--- src/rtl/detect_compare_monitor_if.sv ---
// Signal bundle between the detector pair and the compare monitor.
// Protocol: no valid/ready; every input is sampled on each rising clk edge and every output is a register.
interface detect_compare_monitor_if #(
    parameter int CNT_W = 8
);
    logic             en;
    logic             clr;
    logic             w_moore;
    logic             w_mealy;
    logic [CNT_W-1:0] moore_cnt;
    logic [CNT_W-1:0] mealy_cnt;
    logic [CNT_W-1:0] err_cnt;
    logic [CNT_W-1:0] cyc_cnt;
    logic [CNT_W-1:0] first_err;
    logic             mismatch;
    logic             err_sticky;
    logic             fault;
    logic             busy;

    modport master (
        output en, clr, w_moore, w_mealy,
        input  moore_cnt, mealy_cnt, err_cnt, cyc_cnt, first_err,
        input  mismatch, err_sticky, fault, busy
    );

    modport slave (
        input  en, clr, w_moore, w_mealy,
        output moore_cnt, mealy_cnt, err_cnt, cyc_cnt, first_err,
        output mismatch, err_sticky, fault, busy
    );
endinterface

--- src/rtl/detect_compare_monitor.sv ---
// Aligns the Mealy detect output to the Moore output, compares them every RUN
// cycle, counts detections/mismatches and latches FAULT at the error limit.
module detect_compare_monitor #(
    parameter int CNT_W       = 8,
    parameter int ALIGN_DELAY = 1,
    parameter int ERR_LIMIT   = 3
) (
    input  logic                 clk,
    input  logic                 rst,
    detect_compare_monitor_if.slave mon,
    output logic [1:0]           dbg_state_o
);
    typedef enum logic [1:0] {IDLE = 2'd0, WARMUP = 2'd1, RUN = 2'd2, FAULT = 2'd3} state_t;

    localparam logic [CNT_W-1:0] CNT_MAX = '1;
    localparam logic [CNT_W-1:0] ERR_LIM = CNT_W'(ERR_LIMIT);

    state_t                 state_q, state_d;
    logic [1:0]             warm_q, warm_d;
    logic [ALIGN_DELAY-1:0] dly_q, dly_d;
    logic [CNT_W-1:0]       moore_cnt_q, moore_cnt_d;
    logic [CNT_W-1:0]       mealy_cnt_q, mealy_cnt_d;
    logic [CNT_W-1:0]       err_cnt_q, err_cnt_d;
    logic [CNT_W-1:0]       cyc_cnt_q, cyc_cnt_d;
    logic [CNT_W-1:0]       first_err_q, first_err_d;
    logic                   mismatch_q, mismatch_d;
    logic                   sticky_q, sticky_d;
    logic                   mealy_al;

    function automatic logic [CNT_W-1:0] sat_inc(input logic [CNT_W-1:0] v);
        return (v == CNT_MAX) ? v : v + 1'b1;
    endfunction

    assign mealy_al = dly_q[ALIGN_DELAY-1];

    always_comb begin
        state_d     = state_q;
        warm_d      = warm_q;
        moore_cnt_d = moore_cnt_q;
        mealy_cnt_d = mealy_cnt_q;
        err_cnt_d   = err_cnt_q;
        cyc_cnt_d   = cyc_cnt_q;
        first_err_d = first_err_q;
        mismatch_d  = 1'b0;
        sticky_d    = sticky_q;
        dly_d       = dly_q;
        dly_d[0]    = mon.w_mealy;
        for (int i = 1; i < ALIGN_DELAY; i++) dly_d[i] = dly_q[i-1];

        case (state_q)
            IDLE: begin
                if (mon.en) begin
                    state_d = WARMUP;
                    warm_d  = 2'(ALIGN_DELAY - 1);
                end
            end
            WARMUP: begin
                if (!mon.en)            state_d = IDLE;
                else if (warm_q == 2'd0) state_d = RUN;
                else                    warm_d  = warm_q - 1'b1;
            end
            RUN: begin
                if (!mon.en) begin
                    state_d = IDLE;
                end else begin
                    cyc_cnt_d = sat_inc(cyc_cnt_q);
                    if (mon.w_moore) moore_cnt_d = sat_inc(moore_cnt_q);
                    if (mealy_al)    mealy_cnt_d = sat_inc(mealy_cnt_q);
                    if (mealy_al != mon.w_moore) begin
                        mismatch_d = 1'b1;
                        err_cnt_d  = sat_inc(err_cnt_q);
                        sticky_d   = 1'b1;
                        // first_err captures the pre-increment cycle count
                        if (!sticky_q) first_err_d = cyc_cnt_q;
                        if (err_cnt_d == ERR_LIM || err_cnt_d == CNT_MAX) state_d = FAULT;
                    end
                end
            end
            FAULT: ;
            default: state_d = IDLE;
        endcase

        if (mon.clr) begin
            state_d     = IDLE;
            warm_d      = 2'd0;
            dly_d       = '0;
            moore_cnt_d = '0;
            mealy_cnt_d = '0;
            err_cnt_d   = '0;
            cyc_cnt_d   = '0;
            first_err_d = '0;
            mismatch_d  = 1'b0;
            sticky_d    = 1'b0;
        end
    end

    always_ff @(posedge clk or negedge rst) begin
        if (!rst) begin
            state_q     <= IDLE;
            warm_q      <= 2'd0;
            dly_q       <= '0;
            moore_cnt_q <= '0;
            mealy_cnt_q <= '0;
            err_cnt_q   <= '0;
            cyc_cnt_q   <= '0;
            first_err_q <= '0;
            mismatch_q  <= 1'b0;
            sticky_q    <= 1'b0;
        end else begin
            state_q     <= state_d;
            warm_q      <= warm_d;
            dly_q       <= dly_d;
            moore_cnt_q <= moore_cnt_d;
            mealy_cnt_q <= mealy_cnt_d;
            err_cnt_q   <= err_cnt_d;
            cyc_cnt_q   <= cyc_cnt_d;
            first_err_q <= first_err_d;
            mismatch_q  <= mismatch_d;
            sticky_q    <= sticky_d;
        end
    end

    assign mon.moore_cnt  = moore_cnt_q;
    assign mon.mealy_cnt  = mealy_cnt_q;
    assign mon.err_cnt    = err_cnt_q;
    assign mon.cyc_cnt    = cyc_cnt_q;
    assign mon.first_err  = first_err_q;
    assign mon.mismatch   = mismatch_q;
    assign mon.err_sticky = sticky_q;
    assign mon.fault      = (state_q == FAULT);
    assign mon.busy       = (state_q == WARMUP) || (state_q == RUN);
    assign dbg_state_o    = state_q;
endmodule
--- src/flat_wrapper.sv ---
// flat-port wrapper written by rule: the top's interface ports become plain ports
module detect_compare_monitor_flat 
#(
    parameter int CNT_W       = 8,
    parameter int ALIGN_DELAY = 1,
    parameter int ERR_LIMIT   = 3
)
  (clk, rst, dbg_state_o, mon_en, mon_clr, mon_w_moore, mon_w_mealy, mon_moore_cnt, mon_mealy_cnt, mon_err_cnt, mon_cyc_cnt, mon_first_err, mon_mismatch, mon_err_sticky, mon_fault, mon_busy);
  detect_compare_monitor_if #(.CNT_W(CNT_W)) mon_i ();
  input  logic clk;
  input  logic rst;
  output logic [1:0] dbg_state_o;
  input wire logic [$bits(mon_i.en)-1:0] mon_en;
  input wire logic [$bits(mon_i.clr)-1:0] mon_clr;
  input wire logic [$bits(mon_i.w_moore)-1:0] mon_w_moore;
  input wire logic [$bits(mon_i.w_mealy)-1:0] mon_w_mealy;
  output wire logic [$bits(mon_i.moore_cnt)-1:0] mon_moore_cnt;
  output wire logic [$bits(mon_i.mealy_cnt)-1:0] mon_mealy_cnt;
  output wire logic [$bits(mon_i.err_cnt)-1:0] mon_err_cnt;
  output wire logic [$bits(mon_i.cyc_cnt)-1:0] mon_cyc_cnt;
  output wire logic [$bits(mon_i.first_err)-1:0] mon_first_err;
  output wire logic [$bits(mon_i.mismatch)-1:0] mon_mismatch;
  output wire logic [$bits(mon_i.err_sticky)-1:0] mon_err_sticky;
  output wire logic [$bits(mon_i.fault)-1:0] mon_fault;
  output wire logic [$bits(mon_i.busy)-1:0] mon_busy;
  assign mon_i.en = mon_en;
  assign mon_i.clr = mon_clr;
  assign mon_i.w_moore = mon_w_moore;
  assign mon_i.w_mealy = mon_w_mealy;
  assign mon_moore_cnt = mon_i.moore_cnt;
  assign mon_mealy_cnt = mon_i.mealy_cnt;
  assign mon_err_cnt = mon_i.err_cnt;
  assign mon_cyc_cnt = mon_i.cyc_cnt;
  assign mon_first_err = mon_i.first_err;
  assign mon_mismatch = mon_i.mismatch;
  assign mon_err_sticky = mon_i.err_sticky;
  assign mon_fault = mon_i.fault;
  assign mon_busy = mon_i.busy;
  detect_compare_monitor #(.CNT_W(CNT_W), .ALIGN_DELAY(ALIGN_DELAY), .ERR_LIMIT(ERR_LIMIT)) u_core (.clk(clk), .rst(rst), .mon(mon_i), .dbg_state_o(dbg_state_o));
endmodule
--- config.mk ---
export PLATFORM = sky130hd
export DESIGN_NAME = detect_compare_monitor_flat
export DESIGN_NICKNAME = d
export VERILOG_FILES = /design/src/rtl/detect_compare_monitor_if.sv /design/src/rtl/detect_compare_monitor.sv /design/src/flat_wrapper.sv
export SDC_FILE = /design/constraint.sdc
export NUM_CORES = 1
export LEC_CHECK = 0
export BUFFER_PORTS_ARGS = -buffer_cell sky130_fd_sc_hd__buf_4
export CAP_MARGIN = 25
export CORE_MARGIN = 5
export CORE_UTILIZATION = 55
export DETAILED_ROUTE_END_ITERATION = 6
export PLACE_DENSITY = 0.89
export SLEW_MARGIN = 20
export SYNTH_ARGS = -nofsm -noshare
export SYNTH_HDL_FRONTEND = slang
export SYNTH_SLANG_ARGS = --single-unit
export TNS_END_PERCENT = 50
--- constraint.sdc ---
create_clock -name clk -period 2.3 [get_ports clk]
set_clock_uncertainty 0.05 [all_clocks]
set_input_delay 0.115 -clock clk [delete_from_list [all_inputs] [get_ports clk]]
set_output_delay 0.115 -clock clk [all_outputs]
set_load 0.02 [all_outputs]
==> results.json <==
{
  "power_leakage_nw": 1.52,
  "internal_power_w": 0.00128,
  "htree_num_levels": 2,
  "grt_pass1_wl_mm": 9.76,
  "syn_area_um2": 2570,
  "critPathTopFamily": "simple AND/OR/NAND/NOR gates",
  "cts_setup_buffers": 0,
  "synth_edf_count": 0,
  "antenna_found_initial": 0,
  "ios": 52,
  "worst_pin_slew_ps": 596,
  "grt_use_total": 0.195,
  "drive_gt1_frac": 0.238,
  "io_buffers": 51,
  "die_w_um": 78.4,
  "crit_buf_inv": 0,
  "drtIter0Drc": 118,
  "end_kind": "flop",
  "final-hold-violation-count": 0,
  "synth.distinct_cells": 47,
  "synthCells": 272,
  "drt_first_pass_iters": 4,
  "clock_path_buffers": 2,
  "clkTransAtPathRegs_ps": 90,
  "fmax_mhz": 471,
  "final.min_clock_period_ps": 2120,
  "finalSetupViolCount": 0,
  "avgSynthCellArea_um2": 9.47,
  "grt_max_degree": 52,
  "ys_seq_elements": 47,
  "cts_buffers": 5,
  "r2r_cells": 7,
  "clkPwrFrac": 0.353,
  "stdcell_area_um2": 3160,
  "crit_arrival_ps": 2260,
  "seq_power_share": 0.490,
  "start_util": 0.579,
  "syn-num-nets": 287,
  "gr-total-overflow": 0,
  "ir_drop_mv": 0.511,
  "diodes": 0,
  "clk_latency_ps": 300,
  "crit_path_cell_trace": "ha_2, nand4_2, or3_4, a211oi_4, a2bb2oi_2, o31a_1, nand2_1",
  "critPathKind": "flop to flop",
  "ys_async_sr_fraction": 1.00,
  "root_buffer": "clkbuf_8",
  "finalCritPeriodShare": 0.924,
  "layout_commonest_cell": "buf_4",
  "pre_cts_ws_ps": 127,
  "maxCapViolCount": 0,
  "drt-total-wl_mm": 5.52,
  "grt_pass1_vias": 2154,
  "dpl-instance-area_um2": 3030,
  "drc": 0,
  "powerDensity_nw_per_um2": 554,
  "fp.dieArea_um2": 6150,
  "die_height_um": 78.4,
  "power.switching_w": 0.000473,
  "clock_sinks": 47,
  "cp.depth": 7,
  "hp-class": "input pin to flop",
  "gp_congestion": 0.875,
  "holdPathStages": 2,
  "cts_tree": "built",
  "final_cell_mix": "buf_4 (58), dfrtp_1 (47), nor2_1 (38), nand2_1 (25), xor2_1 (19)",
  "cp-start-kind": "flop",
  "avgViaCountPerCell": 5.64,
  "wire_per_inst_um": 14.5,
  "fin_nets": 342,
  "hpwl_mm": 4.05,
  "ant_nets": 0,
  "grt_setup_unrepaired": "no",
  "slowest_stage": "dfrtp_1",
  "status": "finished clean",
  "p_comb_frac": 0.157,
  "core_um2": 4440,
  "slowest_delay_ps": 440,
  "relSlewSlack": 0.600,
  "ys.flop_type": "dfrtp_1",
  "yosys_warnings": 0,
  "critPathMaxFanout": 7,
  "tns_ps": 0,
  "synth_seq_area_share": 0.457,
  "vias": 2145,
  "rows": 24,
  "worst_ep_required_time_ps": 2440,
  "p_sw_frac": 0.271,
  "finalMaxSlewViolations": 0,
  "area.growth.synth_to_final_pct": 22.6,
  "final.setup.worst_slack_ps": 176
}
[layout make-up]
type	instances	area, um^2
Tap cell	52	65.1
Multi-Input combinational cell	208	1330
Sequential cell	47	1180
Clock buffer	5	68.8
Timing Repair Buffer	59	445
Clock inverter	3	47.5
Fill cell	338	1290
Inverter	6	22.5
[routing by layer]
| layer | part of all wire | track usage | wire length [um] |
|---|---|---|---|
| met1 | 0.46 | 0.253 | 2560 |
| met2 | 0.46 | 0.323 | 2560 |
| met3 | 0.055 | 0.0538 | 303 |
| met4 | 0.016 | 0.0559 | 91 |
| met5 | 0 | 0 | 0 |
[power by group through the flow]
stage,Clock (W),Sequential [W],Combinational [W]
6_report,0.000618,0.000857,0.000275
3_3_place_gp,0,0.000872,0.000269
2_1_floorplan,0,0.000888,0.000164
4_1_cts,0.000632,0.000858,0.000275
5_1_grt,0.000667,0.000861,0.000307
3_5_place_dp,0,0.000874,0.000273
[Yosys cell counts (3+ instances only)]
cell / number / area share
and2_1: 3 / 0.0073
buf_2: 5 / 0.0097
o21ai_0: 18 / 0.035
nand2b_1: 10 / 0.024
xor2_1: 19 / 0.065
mux2i_1: 7 / 0.027
nor3_1: 4 / 0.0078
inv_1: 6 / 0.0087
clkbuf_1: 4 / 0.0058
dfrtp_1: 47 / 0.46
ha_1: 9 / 0.044
a22oi_1: 4 / 0.012
nor2_1: 39 / 0.057
nand2_1: 25 / 0.036
nand4_1: 11 / 0.027
and3_1: 10 / 0.024
xnor2_1: 5 / 0.017
a21oi_1: 4 / 0.0078
nand3_1: 8 / 0.016
[registers in the layout, indices dropped and copies added (netlist names)]
| name | flops |
|---|---|
| u_core.mon.first_err | 8 |
| u_core.mon.cyc_cnt | 8 |
| u_core.dbg_state_o | 2 |
| u_core.mon.mismatch | 1 |
| u_core.dly_q | 1 |
| u_core.warm_q | 2 |
| u_core.mon.mealy_cnt | 8 |
| u_core.mon.err_sticky | 1 |
| u_core.mon.err_cnt | 8 |
| u_core.mon.moore_cnt | 8 |
[stage by stage]
| step | std cells | power, W | hold slack, ps | util |
|---|---|---|---|---|
| after floorplan | 272 | 0.00105 | -231 | - |
| after global placement | 371 | 0.00114 | 104 | 0.681 |
| after global routing | 380 | 0.00183 | 26.4 | 0.711 |
| after detailed placement | 371 | 0.00115 | 107 | 0.681 |
| after CTS | 380 | 0.00176 | 29.0 | 0.709 |
| final | 380 | 0.00175 | 43.3 | 0.711 |
[final timing paths]
kind / end / startpoint / slack, ps
max: u_core.dbg_state_o[0] / u_core.mon.err_cnt[1] / 180
min: u_core.dly_q / mon_w_mealy / 40
max reg2reg: u_core.dbg_state_o[0] / u_core.mon.err_cnt[1] / 180
min reg2reg: u_core.mon.first_err[0] / u_core.mon.first_err[0] / 440
max in group asynchronous: u_core.mon.err_cnt[1] / rst / 1490
min in group asynchronous: u_core.warm_q[0] / rst / 300
[logic make-up after synthesis]
| logic type | after synthesis | share of synthesized area |
|---|---|---|
| fa+ha+maj | 9 | 0.0437 |
| mux | 7 | 0.0272 |
| buf+inv | 17 | 0.0277 |
| compound gates | 43 | 0.119 |
| simple gates | 125 | 0.244 |
| flops | 47 | 0.457 |
| xor+xnor | 24 | 0.0816 |
[repair_timing]
item,CTS,global route
endpoints found under the setup margin,0,10
hold endpoints to repair,47,0
hold buffers,1,0
resized for setup,0,2
Power figures use the tool's default switching activity.
